**src/rtl/power_clock_manager.sv**
```systemverilog
// Clock manager: measures silicon speed (PSI) and external oscillator frequency (Fro),
// and generates Main_Clock as clk_50MHz divided by a closed-loop-controlled divisor.
`timescale 1ns/100ps
module power_clock_manager #(
    parameter int RO_PERIODS = 12,
    parameter int FRO_WINDOW = 50,
    parameter int DIV_MAX    = 8
) (
    input  logic       clk_50MHz,
    input  logic       rst,
    input  logic       internal_ro,
    input  logic       external_ro,
    input  logic [7:0] Fro_min,
    input  logic [7:0] PSI_min,
    input  logic [7:0] PSI_max,
    input  logic [7:0] PSI_set,
    input  logic       Power_Mode,
    output logic       Main_Clock
);

    localparam int DW = $clog2(DIV_MAX + 1);
    localparam int EW = $clog2(RO_PERIODS + 1);
    localparam int WW = $clog2(FRO_WINDOW);

    // Bit 0 = internal_ro, bit 1 = external_ro
    logic [1:0] w_ro_in;
    logic [1:0] r_sync1;
    logic [1:0] r_sync2;
    logic [1:0] r_sync3;
    logic [1:0] w_rise;

    assign w_ro_in = {external_ro, internal_ro};

    genvar gi;
    generate
        for (gi = 0; gi < 2; gi++) begin : g_ro_sync
            always_ff @(posedge clk_50MHz or negedge rst) begin
                if (!rst) begin
                    r_sync1[gi] <= 1'b0;
                    r_sync2[gi] <= 1'b0;
                    r_sync3[gi] <= 1'b0;
                end else begin
                    r_sync1[gi] <= w_ro_in[gi];
                    r_sync2[gi] <= r_sync1[gi];
                    r_sync3[gi] <= r_sync2[gi];
                end
            end
            assign w_rise[gi] = r_sync2[gi] & ~r_sync3[gi];
        end
    endgenerate

    logic          r_psi_run;
    logic [7:0]    r_psi_cnt;
    logic [EW-1:0] r_psi_edges;
    logic [7:0]    r_psi;
    logic          r_psi_valid;
    logic          r_psi_update;
    logic [7:0]    w_psi_cnt_inc;

    assign w_psi_cnt_inc = (r_psi_cnt == 8'hFF) ? 8'hFF : r_psi_cnt + 8'd1;

    // The closing edge of one window is the opening edge of the next
    always_ff @(posedge clk_50MHz or negedge rst) begin
        if (!rst) begin
            r_psi_run    <= 1'b0;
            r_psi_cnt    <= 8'd0;
            r_psi_edges  <= '0;
            r_psi        <= 8'd0;
            r_psi_valid  <= 1'b0;
            r_psi_update <= 1'b0;
        end else begin
            r_psi_update <= 1'b0;
            if (w_rise[0]) begin
                if (!r_psi_run) begin
                    r_psi_run   <= 1'b1;
                    r_psi_cnt   <= 8'd0;
                    r_psi_edges <= '0;
                end else if (r_psi_edges == EW'(RO_PERIODS - 1)) begin
                    r_psi        <= w_psi_cnt_inc;
                    r_psi_valid  <= 1'b1;
                    r_psi_update <= 1'b1;
                    r_psi_cnt    <= 8'd0;
                    r_psi_edges  <= '0;
                end else begin
                    r_psi_edges <= r_psi_edges + EW'(1);
                    r_psi_cnt   <= w_psi_cnt_inc;
                end
            end else if (r_psi_run) begin
                r_psi_cnt <= w_psi_cnt_inc;
            end
        end
    end

    logic [WW-1:0] r_win;
    logic [7:0]    r_fro_cnt;
    logic [7:0]    r_fro;
    logic          r_fro_valid;
    logic [7:0]    w_fro_inc;

    assign w_fro_inc = (w_rise[1] && r_fro_cnt != 8'hFF) ? r_fro_cnt + 8'd1 : r_fro_cnt;

    always_ff @(posedge clk_50MHz or negedge rst) begin
        if (!rst) begin
            r_win       <= '0;
            r_fro_cnt   <= 8'd0;
            r_fro       <= 8'd0;
            r_fro_valid <= 1'b0;
        end else if (r_win == WW'(FRO_WINDOW - 1)) begin
            r_fro       <= w_fro_inc;
            r_fro_valid <= 1'b1;
            r_fro_cnt   <= 8'd0;
            r_win       <= '0;
        end else begin
            r_fro_cnt <= w_fro_inc;
            r_win     <= r_win + WW'(1);
        end
    end

    logic [DW-1:0] r_div;
    logic [DW-1:0] w_div_next;
    logic          w_eval;

    assign w_eval = r_psi_update & r_psi_valid & r_fro_valid;

    always_comb begin
        w_div_next = r_div;
        if (r_fro < Fro_min) begin
            w_div_next = DW'(DIV_MAX);
        end else if (Power_Mode) begin
            w_div_next = (r_div == DW'(DIV_MAX)) ? r_div : r_div + DW'(1);
        end else if (r_psi > PSI_min) begin
            w_div_next = DW'(DIV_MAX);
        end else if (r_psi < PSI_max) begin
            w_div_next = DW'(1);
        end else if (r_psi > PSI_set) begin
            w_div_next = (r_div == DW'(DIV_MAX)) ? r_div : r_div + DW'(1);
        end else if (r_psi < PSI_set) begin
            w_div_next = (r_div == DW'(1)) ? r_div : r_div - DW'(1);
        end
    end

    always_ff @(posedge clk_50MHz or negedge rst) begin
        if (!rst) begin
            r_div <= DW'(DIV_MAX);
        end else if (w_eval) begin
            r_div <= w_div_next;
        end
    end

    logic [DW-1:0] r_ph_cnt;
    logic [DW-1:0] r_active_div;
    logic          r_main_clk;

    // Divisor is only adopted at a toggle so no phase is ever cut short
    always_ff @(posedge clk_50MHz or negedge rst) begin
        if (!rst) begin
            r_ph_cnt     <= '0;
            r_active_div <= DW'(DIV_MAX);
            r_main_clk   <= 1'b0;
        end else if (r_ph_cnt == r_active_div - DW'(1)) begin
            r_ph_cnt     <= '0;
            r_active_div <= r_div;
            r_main_clk   <= ~r_main_clk;
        end else begin
            r_ph_cnt <= r_ph_cnt + DW'(1);
        end
    end

    assign Main_Clock = r_main_clk;

endmodule

```
**config.mk**
```make
export PLATFORM = sky130hd
export DESIGN_NAME = power_clock_manager
export DESIGN_NICKNAME = d
export VERILOG_FILES = /design/src/rtl/power_clock_manager.sv
export SDC_FILE = /design/constraint.sdc
export NUM_CORES = 1
export LEC_CHECK = 0
export ABC_AREA = 0
export CAP_MARGIN = 20
export CORE_MARGIN = 2
export CORE_UTILIZATION = 50
export CTS_BUF_LIST = sky130_fd_sc_hd__clkbuf_16
export CTS_CLUSTER_DIAMETER = 50
export DETAILED_ROUTE_END_ITERATION = 7
export PLACE_DENSITY = 0.78
export SLEW_MARGIN = 10
export SYNTH_ARGS = -nofsm -noshare
export SYNTH_HDL_FRONTEND = slang
export SYNTH_SLANG_ARGS = --single-unit
```
**constraint.sdc**
```tcl
create_clock -name clk_50MHz -period 4 [get_ports clk_50MHz]
set_input_delay 0.8 -clock clk_50MHz [delete_from_list [all_inputs] [get_ports clk_50MHz]]
set_output_delay 0.8 -clock clk_50MHz [all_outputs]
set_load 0.02 [all_outputs]
```
Yosys cells after proc, flatten, opt, wreduce, memory -nomap -nowiden

Index checks and enable logic that the tools add are counted.

Add/sub/neg operators: 8
Magnitude comparators: 5
Equal/unequal tests: 8
Multiplexer cells: 22
Bitwise logic cells: 7
Reduce and logical (&&, ||, !) cells: 5

Operators with widths:

| operator            | number |
|---|---|
| $mux 8              | 7 |
| $mux 4              | 11 |
| $lt 8x8->1          | 3 |
| $add 8x1->8 const B | 2 |
| $gt 8x8->1          | 2 |
| $add 4x1->4 const B | 3 |
| $eq 4x4->1 const B  | 2 |
| $eq 8x8->1 const B  | 1 |
| $ne 8x8->1 const B  | 1 |
| $sub 4x1->4 const B | 2 |
| $add 6x1->6 const B | 1 |
| $eq 6x6->1 const B  | 1 |
| $mux 6              | 1 |
| $ne 6x6->1 const B  | 1 |
| $reduce_and 3->1    | 2 |
| $reduce_bool 6->1   | 1 |
| $and 1x1->1         | 4 |
| $eq 4x1->1 const B  | 1 |
| $eq 4x4->1          | 1 |
| $mux 1              | 3 |
| $not 1->1           | 3 |
| $reduce_bool 2->1   | 1 |
| $logic_and 1x1->1   | 1 |

Register bits: 65
Output and inout bits: 1
Logic and storage cells: 75

Depth between registers and ports, before layout

Depth in word-level cells: 8
Mapped depth: 11

Worst setup path after synthesis

Ideal clock, no wire load.

Path kind: in2reg
Start point: input port PSI_set[7]
End point: register r_div[2]
Library setup time: 0.064 ns
Data arrival time: 2.679 ns
Data required time: 3.936 ns
Setup slack: 1.256 ns
Cell stages on the path: 9
Path through: inv_1 > ha_1 > nand4_1 > nor2_1 > nor2b_2 > nor3_2 > mux2_2 > a2111oi_2 > a21o_1

Longest elaborated chain between the ends: 6

RTL lines:

| element                | line | RTL |
|---|---|---|
| start: declaration     | 16   | `input logic [7:0] PSI_set,` |
| $gt 8x8->1             | 135  | `end else if (r_psi > PSI_set) begin` |
| $mux 4                 | 135  |  |
| $mux 4                 | 133  | `end else if (r_psi < PSI_max) begin` |
| $mux 4                 | 131  | `end else if (r_psi > PSI_min) begin` |
| $mux 4                 | 129  | `end else if (Power_Mode) begin` |
| $mux 4                 | 127  | `if (r_fro < Fro_min) begin` |
| end signal: assignment | 144  | `r_div <= DW'(DIV_MAX);` |
| end signal: assignment | 146  | `r_div <= w_div_next;` |
| end: declaration       | 119  | `logic [DW-1:0] r_div;` |

Parallel ways exist; a longest one is shown, timed or not.
A chain may end at the register's enable or synchronous reset.

Worst setup path after layout

Ends and elaborated chain as after synthesis.

==> metrics.yaml <==
outcome:
  status: "finished, final reports clean"
route:
  drcViolationCount: 0
  vias: 3046
  avgViaCountPerCell: 5.40
  drt.antenna.violating_nets: 0
  drtPass1Iterations: 6
  wl_per_cell_um: 14.3
  totalWireLength_mm: 8.05
  drtIter0Drc: 118
setup_path:
  critPathCaptureType: "flip-flop"
  arrival_ns: 3.33
  cp-start-kind: "input pin"
  cp_max_fo: 6
  cp_top_family: "compound AO/OA/AOI/OAI gates"
  crit-reg2reg-launch: "r_psi[5]"
  slowest_stage: "clkdlybuf4s50_1"
  critPathKind: "in2reg"
  crit_required_ns: 4.26
  cpPeakStageDelay_ns: 0.45
  crit_buf_inv: 2
  crit_start: "PSI_set[7]"
  cp_cell_sequence: "clkdlybuf4s50_1, inv_1, ha_1, a21oi_1, o21ai_0, nor2b_2, nor3_2, mux2_2, a2111oi_2, a21o_1"
timing:
  rsz0062_at_grt: "false"
  finalHoldViolations: 0
  hold_ws_ns: 0.347
  layout_min_cycle_time_ns: 3.07
  fin_tns_setup_ns: 0
  skew_ns: 0.00663
  tightest_slew_ns: 0.975
  max_freq_ghz: 0.325
  max_slew_margin_pct: 34.7
  timing.final.crit_share_pct: 76.8
  setup_viol: 0
  slew_viol_final: 0
pwr:
  leakage_nw: 2.23
  total_power_mw: 2.46
  pwr-share-seq_pct: 37.7
  switching_share_pct: 30.6
  power_switching_mw: 0.753
  pwr-share-clk_pct: 36.2
  intPower_mw: 1.71
  peakVddDrop_mv: 0.254
  p_comb_share_pct: 26.1
  power_density_nw_per_um2: 521
clock_tree:
  root_buffer: "clkbuf_16"
  cts_setup_buffers: 0
  post_cts.resized_instances: 0
  clkTransAtPathRegs_ns: 0.06
  clockBufferDepth: 2
  cts_max_level: 3
  ctsHoldBuffers: 0
  clock_latency_ns: 0.32
  cts_made_buffers: 9
  cts_sinks: 65
  tritoncts: "built"
die:
  fp.dieH_um: 92.2
  num_rows: 32
  core_um2: 7650
  dieArea_um2: 8510
  io_pins: 38
  die_w_um: 92.2
  start_util_pct: 50.9
global_routing:
  grt.overflow.total: 0
  track_usage_pct: 20.5
  grt_start_max_net_pins: 50
  grt_pass1_vias: 3108
  antenna_found_initial: 0
  grt_pass1_wl_mm: 14.0
synth:
  synthDominantCellAreaShare_pct: 40.5
  synth_cell_types: 52
  synth-seq-cells: 65
  ys_seq_area_share_pct: 41.8
  ys_warn_count: 0
  mappedNetlistNets: 490
  netlist_instances: 413
  synthTopCellsByCount: "63 x dfrtp_1, 50 x inv_1, 46 x nor2_1, 40 x ha_1, 28 x a21oi_1"
  synth_area_um2: 3890
  async_flop_share_pct: 100
  synth_area_leader_cell: "dfrtp_1"
  yosys-top-cells-area: "dfrtp_1 40%, ha_1 13%, inv_1 4.8%"
  avgSynthCellArea_um2: 9.43
  synth-edff-count: 0
  yosysMostFrequentCell: "dfrtp_1"
  synth_ff_type: "dfrtp_1"
finish:
  area_growth_pct: 21.4
  design_area_um2: 4730
  antenna_cells: 0
  drive_gt1_share_pct: 9.09
  final_nets: 534
worst_hold_path:
  hold_class: "reg2reg"
  min_from: "r_sync1[1]"
placed_design:
  io_buffers: 37
  gp_congestion: 0.840
  hpwl_mm: 5.76
  place_area_um2: 4360
flow_run:
  cap_violations: 0
## per-stage QoR
step	std cells	utilization, %	setup slack (ns)
final	564	61.8	0.928
after floorplan	413	-	1.26
after global routing	564	61.8	0.748
after detailed placement	546	57.0	0.614
after global placement	546	57.0	0.686
after CTS	562	61.5	0.952
## flip-flops by register name, summed over array words and instances, names as in the netlist, 2 cells and up
name	cells
r_fro_cnt	8
r_psi_cnt	8
r_div	4
r_ph_cnt	4
r_sync2	2
r_sync3	2
r_fro	8
r_sync1	2
r_psi_edges	4
r_active_div	4
r_win	6
r_psi	8
## cell usage in the layout, fill, tap and decap left out, types with 3 or more instances in the layout
master           Yosys  final
nor2b_1              8      8
nand2b_1             5      5
nand3_1             11     11
nand4_1              7      7
nand2_1             24     24
xnor2_1             20     20
a21o_1               7      7
buf_4                0      3
nor3_1               8      8
and3_1               5      5
a21oi_1             28     28
dfrtp_1             63     63
mux2i_1              6      6
inv_1               50     50
nor2_1              46     46
a31oi_1              8      8
a211o_1              3      3
clkbuf_16            0      9
xor2_1               3      3
ha_1                40     40
o21ai_0             21     21
o41ai_1              3      3
clkdlybuf4s50_1      0     36
bufinv_16            0      3
## metal layers
metal | global-route usage, % | routed length (um) | share of wire, % | up-vias
li1 | - | - | - | 1512
met1 | 25.9 | 3560 | 44 | 1479
met2 | 35.7 | 4150 | 52 | 42
met3 | 3.04 | 210 | 2.6 | 13
met4 | 7.21 | 129 | 1.6 | 0
met5 | 0 | 0 | 0 | -
## kinds of logic after synthesis
logic type	share of synthesized area (%)
AO/OA/AOI/OAI	15.7
AND/OR/NAND/NOR	15.9
flip-flops	41.8
buffers and inverters	6.14
XOR/XNOR	5.17
multiplexers	2.41
adder cells (fa/ha/maj)	12.9
## worst paths after layout
check                                       end  depth (start not counted)  slack [ns]
worst max-delay path                   r_div[2]                         10        0.93
worst min-delay path                 r_sync2[1]                          0        0.35
worst max register to register         r_div[2]                          8        1.42
worst min register to register       r_sync2[1]                          0        0.35
max in group asynchronous        r_psi_edges[0]                          3        2.70
min in group asynchronous       r_active_div[0]                          1        0.47
## cell type report
type | count | area, um^2
Fill cell | 641 | 2920
Multi-Input combinational cell | 289 | 2030
Sequential cell | 65 | 1630
Timing Repair Buffer | 42 | 413
Clock buffer | 9 | 225
Inverter | 50 | 188
Tap cell | 102 | 128
Clock inverter | 7 | 118
## worst reg2reg max path: stages (launching register included)
cell	delay, ns
dfrtp_1	0.45
ha_1	0.35
nand4_1	0.16
nor2_1	0.23
nor2b_2	0.09
nor3_2	0.38
mux2_2	0.40
a2111oi_2	0.35
a21o_1	0.12
## power groups by stage
stage / sequential [mW] / combinational [mW] / clock (mW)
2_1_floorplan: 0.894 / 0.471 / 0
3_3_place_gp: 0.923 / 0.590 / 0
3_5_place_dp: 0.935 / 0.633 / 0
4_1_cts: 0.927 / 0.640 / 0.904
5_1_grt: 0.947 / 0.745 / 0.933
6_report: 0.927 / 0.641 / 0.891
(Power assumes the default switching activity.)
